**src/rtl/serial_staticisor.sv**
```systemverilog
// serial_staticisor
//   Assembles one framed, LSB-first serial word during the scan phase
//   (w_HA=0). It extracts the line and function fields into a staging
//   register. On the rising edge of w_HA the staged fields move to static
//   outputs, which then hold until the next rise that finds a word staged.
//
// Ports
//   w_CLK, w_RST     clock, asynchronous active-high reset
//   w_HA             phase: 0 = scan (accept bits), 1 = action (hold outputs)
//   w_BIT_VALID      serial bit strobe, one bit per asserted cycle
//   w_BIT            serial data bit, LSB first
//   w_SOW            start-of-word, qualifies bit 0
//   w_CAPTURE        with w_SOW: this word is to be staticised
//   b_LINE, b_FUNC   staticised line / function fields
//   w_STAT_VALID     1-cycle pulse: outputs updated
//   w_STAGED         level: complete word waiting in staging
//   w_FRAME_ERR      1-cycle pulse: word aborted
//   w_NO_WORD        1-cycle pulse: action began with nothing staged
module serial_staticisor #(
   parameter int WORD_W   = 32,
   parameter int LINE_LSB = 0,
   parameter int LINE_W   = 5,
   parameter int FUNC_LSB = 13,
   parameter int FUNC_W   = 3
) (
   input  logic              w_CLK,
   input  logic              w_RST,
   input  logic              w_HA,
   input  logic              w_BIT_VALID,
   input  logic              w_BIT,
   input  logic              w_SOW,
   input  logic              w_CAPTURE,
   output logic [LINE_W-1:0] b_LINE,
   output logic [FUNC_W-1:0] b_FUNC,
   output logic              w_STAT_VALID,
   output logic              w_STAGED,
   output logic              w_FRAME_ERR,
   output logic              w_NO_WORD
);

   localparam int CNT_W = (WORD_W > 1) ? $clog2(WORD_W) : 1;

   typedef enum logic {IDLE = 1'b0, SHIFT = 1'b1} state_t;

   state_t              state_q, state_d;
   logic [CNT_W-1:0]    cnt_q, cnt_d;
   logic [WORD_W-1:0]   shift_q, shift_d, word_c;
   logic [LINE_W-1:0]   stg_line_q;
   logic [FUNC_W-1:0]   stg_func_q;
   logic                staged_q, ha_d;
   logic                load, ferr_d;
   logic                accept, ha_rise;

   assign accept  = ~w_HA & w_BIT_VALID;
   assign ha_rise = w_HA & ~ha_d;

   // Current word with the incoming bit already merged, so the last bit
   // takes part in field extraction on the same edge.
   always_comb begin
      word_c         = shift_q;
      word_c[cnt_q]  = w_BIT;
   end

   always_ff @(posedge w_CLK or posedge w_RST) begin
      if (w_RST) begin
         state_q <= IDLE;
         cnt_q   <= '0;
         shift_q <= '0;
      end else begin
         state_q <= state_d;
         cnt_q   <= cnt_d;
         shift_q <= shift_d;
      end
   end

   always_comb begin
      state_d = state_q;
      cnt_d   = cnt_q;
      shift_d = shift_q;
      load    = 1'b0;
      ferr_d  = 1'b0;
      case (state_q)
         IDLE: begin
            if (accept && w_SOW && w_CAPTURE) begin
               shift_d[0] = w_BIT;
               cnt_d      = CNT_W'(1);
               state_d    = SHIFT;
            end
         end
         SHIFT: begin
            if (w_HA) begin
               // Action phase began mid-word: drop the partial word.
               ferr_d  = 1'b1;
               cnt_d   = '0;
               state_d = IDLE;
            end else if (accept) begin
               if (w_SOW) begin
                  ferr_d = 1'b1;
                  if (w_CAPTURE) begin
                     shift_d[0] = w_BIT;
                     cnt_d      = CNT_W'(1);
                  end else begin
                     cnt_d   = '0;
                     state_d = IDLE;
                  end
               end else begin
                  shift_d = word_c;
                  if (cnt_q == CNT_W'(WORD_W-1)) begin
                     load    = 1'b1;
                     cnt_d   = '0;
                     state_d = IDLE;
                  end else begin
                     cnt_d = cnt_q + 1'b1;
                  end
               end
            end
         end
         default: state_d = IDLE;
      endcase
   end

   // Staging and static outputs. Completion and ha_rise are exclusive
   // because no bits are accepted while w_HA is high.
   always_ff @(posedge w_CLK or posedge w_RST) begin
      if (w_RST) begin
         ha_d         <= 1'b0;
         stg_line_q   <= '0;
         stg_func_q   <= '0;
         staged_q     <= 1'b0;
         b_LINE       <= '0;
         b_FUNC       <= '0;
         w_STAT_VALID <= 1'b0;
         w_FRAME_ERR  <= 1'b0;
         w_NO_WORD    <= 1'b0;
      end else begin
         ha_d         <= w_HA;
         w_STAT_VALID <= ha_rise & staged_q;
         w_NO_WORD    <= ha_rise & ~staged_q;
         w_FRAME_ERR  <= ferr_d;
         if (load) begin
            stg_line_q <= word_c[LINE_LSB +: LINE_W];
            stg_func_q <= word_c[FUNC_LSB +: FUNC_W];
            staged_q   <= 1'b1;
         end else if (ha_rise && staged_q) begin
            b_LINE   <= stg_line_q;
            b_FUNC   <= stg_func_q;
            staged_q <= 1'b0;
         end
      end
   end

   assign w_STAGED = staged_q;

endmodule

```
**config.mk**
```make
export PLATFORM = sky130hd
export DESIGN_NAME = serial_staticisor
export DESIGN_NICKNAME = d
export VERILOG_FILES = /design/src/rtl/serial_staticisor.sv
export SDC_FILE = /design/constraint.sdc
export NUM_CORES = 1
export LEC_CHECK = 0
export CAP_MARGIN = 20
export CORE_ASPECT_RATIO = 2
export CORE_UTILIZATION = 40
export DETAILED_ROUTE_END_ITERATION = 10
export SLEW_MARGIN = 10
export SYNTH_ARGS = -nofsm -noshare
export SYNTH_HDL_FRONTEND = slang
export SYNTH_SLANG_ARGS = --single-unit
```
**constraint.sdc**
```tcl
create_clock -name w_CLK -period 2.5 [get_ports w_CLK]
set_input_delay 0.5 -clock w_CLK [delete_from_list [all_inputs] [get_ports w_CLK]]
set_output_delay 0.5 -clock w_CLK [all_outputs]
set_load 0.03 [all_outputs]
```
; Word level (Yosys, flattened, before mapping)
; Index checks and enable logic that the tools add are counted.
[word_totals]
output_inout_bits = 12
wordCells = 75
in_bits = 7
ff_bits = 59
[classes]
n_addsub = 1
n_eq_ne = 6
n_bitwise = 10
n_reduce_logical = 9
muxes = 34
magnitude_cmp = 2
[op_table]
columns = cell, count
row1 = 32-bit bitwise mux, 1
row2 = 5-bit 2-to-1 mux, 5
row3 = 1-bit 2-to-1 mux, 24
row4 = 5-bit case mux with 2 select lines, 1
row5 = 4-bit AND reduction, 2
row6 = 5-bit by 6-bit < comparator with 1-bit output (second input constant), 1
row7 = 1-bit inverter, 6
row8 = 5-bit by 1-bit adder with 5-bit output (second input constant), 1
row9 = 1-bit demux with 5-bit select, 1
row10 = 5-bit equality test (second input constant), 1
row11 = 5-bit by 1-bit greater-or-equal comparator with 1-bit output (second input constant), 1
row12 = 1-bit bitwise AND, 4
row13 = 1-bit logical AND, 4
row14 = 2-bit inequality test (second input constant), 2
row15 = 1-bit case mux with 2 select lines, 2
row16 = 2-bit AND reduction, 2
row17 = 3-bit by 2-bit inequality test with 1-bit output (second input constant), 1
row18 = 3-bit inequality test (second input constant), 1
row19 = 2-bit by 1-bit inequality test with 1-bit output (second input constant), 1
row20 = 2-bit nonzero test, 1

; Longest topological paths before layout
[logic_depth]
depth_word = 9
depth_mapped = 7
depth_no_buf = 6

; Worst setup path before layout
; Ideal clock, no wire load.
[synth_path]
path_kind = reg-to-reg
from = register cnt_q[0]
to = register stg_func_q[0]
t_required_ps = 2418
stages_incl_launch_ff = 8
arrival_time_ps = 1687
synth_period_minus_slack_ps = 1769
setup_time_ps = 82
n_path_buf = 2
setup_slack_ps = 731
cell_sequence = dfrtp_1 -> ha_1 -> and3_1 -> ha_1 -> clkbuf_1 -> clkbuf_1 -> a21oi_1 -> a31oi_1
[synth_between]
elab_chain_cells = 6
word_cells_on_any_way = 12
cone_classes = 2 x order compare / 1 x eq/ne / 8 x mux / 1 x reduce/logical
[synth_rtl]
columns = element, line_no
row1 = from (decl), 46  ; logic [CNT_W-1:0] cnt_q, cnt_d;
row2 = from (signal assigned), 71  ; cnt_q <= cnt_d;
row3 = branches (longest 6 deep; another with 5-bit by 6-bit < comparator with 1-bit output), -
row4 = to (signal assigned), 142  ; stg_func_q <= word_c[FUNC_LSB +: FUNC_W];
row5 = to (decl), 49  ; logic [FUNC_W-1:0] stg_func_q;
; Several ways; the timed one is not identified.
; A chain may end at the register's enable or synchronous reset.

; Final worst setup path
[layout_path]
from = register cnt_q[0]
to = register cnt_q[3]
[layout_between]
elab_chain_cells = 6
word_cells_on_any_way = 7
cone_classes = 1 x add/sub / 1 x eq/ne / 5 x mux
[layout_rtl]
columns = element, line_no
row1 = 5-bit by 1-bit adder with 5-bit output or 5-bit equality test (tied branches), "113, 108"
row2 = 5-bit 2-to-1 mux (*), 108  ; if (cnt_q == CNT_W'(WORD_W-1)) begin
row3 = 5-bit 2-to-1 mux (*), 97  ; if (w_SOW) begin
row4 = 5-bit 2-to-1 mux (*), 96  ; end else if (accept) begin
row5 = 5-bit 2-to-1 mux (*), 91  ; if (w_HA) begin
row6 = 5-bit case mux with 2 select lines (*), 82  ; case (state_q)
; Every way passes the cells marked *; elsewhere a longest branch is shown, timed or not. The select of a mux whose other input is x is not followed.

==> flow_summary.json <==
{
  "placed_cell_area_um2": 1980,
  "timing.final.crit_share_pct": 84.0,
  "drv_cap": 0,
  "p_clk_share_pct": 35.0,
  "hp-start": "w_STAGED$_DFFE_PP0P_",
  "cts_sinks": 35,
  "placement_rows": 33,
  "synth-async-reset-ratio_pct": 100,
  "drive_above_1_share_pct": 14.6,
  "htreeDepth": 2,
  "setup-violations-final": 0,
  "io_buffers": 18,
  "area_growth_pct": 17.7,
  "grt_use_total_pct": 15.6,
  "fin_hold_ws_ns": 0.488,
  "power.leakage_nw": 0.963,
  "reg2reg_to": "cnt_q[3]$_DFFE_PP0P_",
  "startpoint": "cnt_q[0]$_DFFE_PP0P_",
  "hp-class": "register to register",
  "synth_top_area_cell": "dfrtp_1",
  "r2r_start": "cnt_q[0]$_DFFE_PP0P_",
  "internal-power_mw": 0.863,
  "clock_path_buffers": 2,
  "die_w_um": 48.9,
  "path_max_fanout": 6,
  "ys_warn_count": 0,
  "path_clk_slew_ns": 0.07,
  "yosysUniqueCellTypes": 29,
  "slew_headroom_pct": 61.3,
  "start_kind": "register",
  "synth_edf_count": 0,
  "tightest_slew_ns": 0.572,
  "cts_resized": 0,
  "hold_violations": 0,
  "switching_share_pct": 24.0,
  "ios": 19,
  "root_buffer": "clkbuf_8",
  "fin_setup_tns_ns": 0,
  "antenna_left": 0,
  "worstHoldPathCells": 1,
  "postCtsSetupRepairBufs": 0,
  "yosysTopAreaCellShare_pct": 49.8,
  "drtPass1Iterations": 4,
  "mostFrequentLayoutCell": "dfrtp_1",
  "drv_slew": 0,
  "r2r_setup_slack_ns": 0.40,
  "skew_ns": 0.00613,
  "grt-ovfl-total": 0,
  "crit_required_ns": 2.69,
  "synth_ff_type": "dfrtp_1",
  "drt-total-wl_mm": 3.26,
  "grt_pass1_vias": 1217,
  "dp_hpwl_mm": 2.41,
  "fin_area_um2": 2070,
  "vias": 1189,
  "nNetsFinal": 184,
  "final_cell_mix": "dfrtp_1 (35), clkdlybuf4s50_1 (18), a21oi_1 (11)",
  "holdBufCountCts": 0,
  "netlist_instances": 150,
  "syn_avg_cell_area_um2": 11.7,
  "syn_nets": 163,
  "power_frac_seq_pct": 53.8,
  "endpoint": "cnt_q[3]$_DFFE_PP0P_",
  "antenna_cells": 0,
  "yosysSeqAreaShare_pct": 49.8,
  "dieHeight_um": 95.8,
  "power.total_mw": 1.13,
  "wl_per_cell_um": 14.6,
  "netSwitchingPower_mw": 0.272,
  "ys_top_cells_by_area": "dfrtp_1 (50%), mux2_2 (5.8%), mux2i_1 (5.7%)",
  "critPathKind": "register to register",
  "rsz0062_at_grt": "no",
  "pwr_density_cell_nw_per_um2": 548,
  "via_per_inst": 5.33,
  "clock_latency_ns": 0.27,
  "gp_congestion": 0.828,
  "synth_seq_cells": 35,
  "cts_tree": "built",
  "reg2reg_depth": 6,
  "p_comb_share_pct": 11.2,
  "outcome": "complete, no violations",
  "antenna_found_initial": 0,
  "drtIter0Drc": 27,
  "fmax_mhz": 476,
  "fp.coreArea_um2": 4170,
  "die-area_um2": 4680,
  "cp_data_arrival_time_ns": 2.29,
  "n_fill_cell": 398,
  "end_kind": "register",
  "initial_utilization_pct": 42.2,
  "cts-buffers-inserted": 5,
  "grt_start_max_net_pins": 36,
  "netlist_area_um2": 1760,
  "max-vdd-ir-drop_uv": 357,
  "post-route-drc-count": 0,
  "grt_pass1_wl_mm": 5.50,
  "min_period_ns": 2.10
}
-- synth_stat cells (2+ instances only) --
library cell / count
a22o_1: 2
nand4b_1: 3
and3_1: 2
buf_6: 4
clkbuf_1: 3
dfrtp_1: 35
nor2_1: 5
o211ai_1: 2
nand2_1: 2
nand3b_1: 3
nor2b_1: 4
a32oi_1: 2
buf_2: 5
nand3_1: 3
ha_1: 6
a31oi_1: 8
mux2_1: 7
mux2i_1: 10
inv_1: 7
mux2_2: 9
nand4_1: 5
a21oi_1: 11
o21ai_0: 2
nor4b_1: 5
-- flip-flops by register name, summed over array words and instances, names as in the netlist --
signal,flops
b_FUNC,3
w_NO_WORD,1
state_q,1
w_STAGED,1
ha_d,1
w_STAT_VALID,1
shift_q,8
cnt_q,5
stg_func_q,3
w_FRAME_ERR,1
stg_line_q,5
b_LINE,5
-- cell type report --
class	instances	area [um2]	share of cell area, %
clock buffer	6	82.6	3.99
multi-input combinational	96	776	37.5
sequential	35	876	42.3
inverter	7	26.3	1.27
timing repair buffer	26	240	11.6
clock inverter	1	5.00	0.242
tap	52	65.1	3.14
-- per-stage QoR --
| step | util (%) | setup WS (ns) | std cells |
|---|---|---|---|
| global route | 49.7 | 0.253 | 223 |
| finish | 49.7 | 0.399 | 223 |
| CTS | 49.7 | 0.407 | 223 |
| floorplan | - | 0.731 | 150 |
| detailed placement | 47.6 | 0.421 | 216 |
| global placement | 47.6 | 0.481 | 216 |
-- metal layers --
metal | wire (um) | vias up | GRT usage [%]
li1 | - | 592 | -
met1 | 1330 | 576 | 15.9
met2 | 1840 | 19 | 30.0
met3 | 63 | 2 | 3.79
met4 | 22 | 0 | 6.13
met5 | 0 | - | 0
-- power by group through the flow --
stage	Clock (mW)	Combinational, mW	Sequential [mW]
2_1_floorplan	0	0.0923	0.613
3_3_place_gp	0	0.125	0.619
3_5_place_dp	0	0.127	0.621
4_1_cts	0.411	0.128	0.610
5_1_grt	0.426	0.142	0.614
6_report	0.397	0.127	0.611
-- cell families after synthesis --
| family | Yosys count | share of synthesized area (%) |
|---|---|---|
| DFF | 35 | 49.8 |
| AOI/OAI and AO/OA | 28 | 9.89 |
| adders and majority gates | 6 | 4.27 |
| and+or+nand+nor | 36 | 14.0 |
| buffers and inverters | 19 | 6.12 |
| muxes | 26 | 15.9 |
-- critical path: stages (launching register included) --
cell	delay (ns)
dfrtp_1	0.46
ha_1	0.30
and3_1	0.23
ha_1	0.19
nor4b_2	0.54
nand4_1	0.16
o211ai_1	0.13
-- worst min-delay path by stage --
stage          slack (ns)                     end
2_1_floorplan        0.46  shift_q[0]$_DFFE_PP0P_
3_3_place_gp         0.47     w_NO_WORD$_DFF_PP0_
3_5_place_dp         0.48     w_NO_WORD$_DFF_PP0_
4_1_cts              0.49     w_NO_WORD$_DFF_PP0_
5_1_grt              0.51     w_NO_WORD$_DFF_PP0_
6_report             0.49     w_NO_WORD$_DFF_PP0_
(Power assumes the default switching activity.)
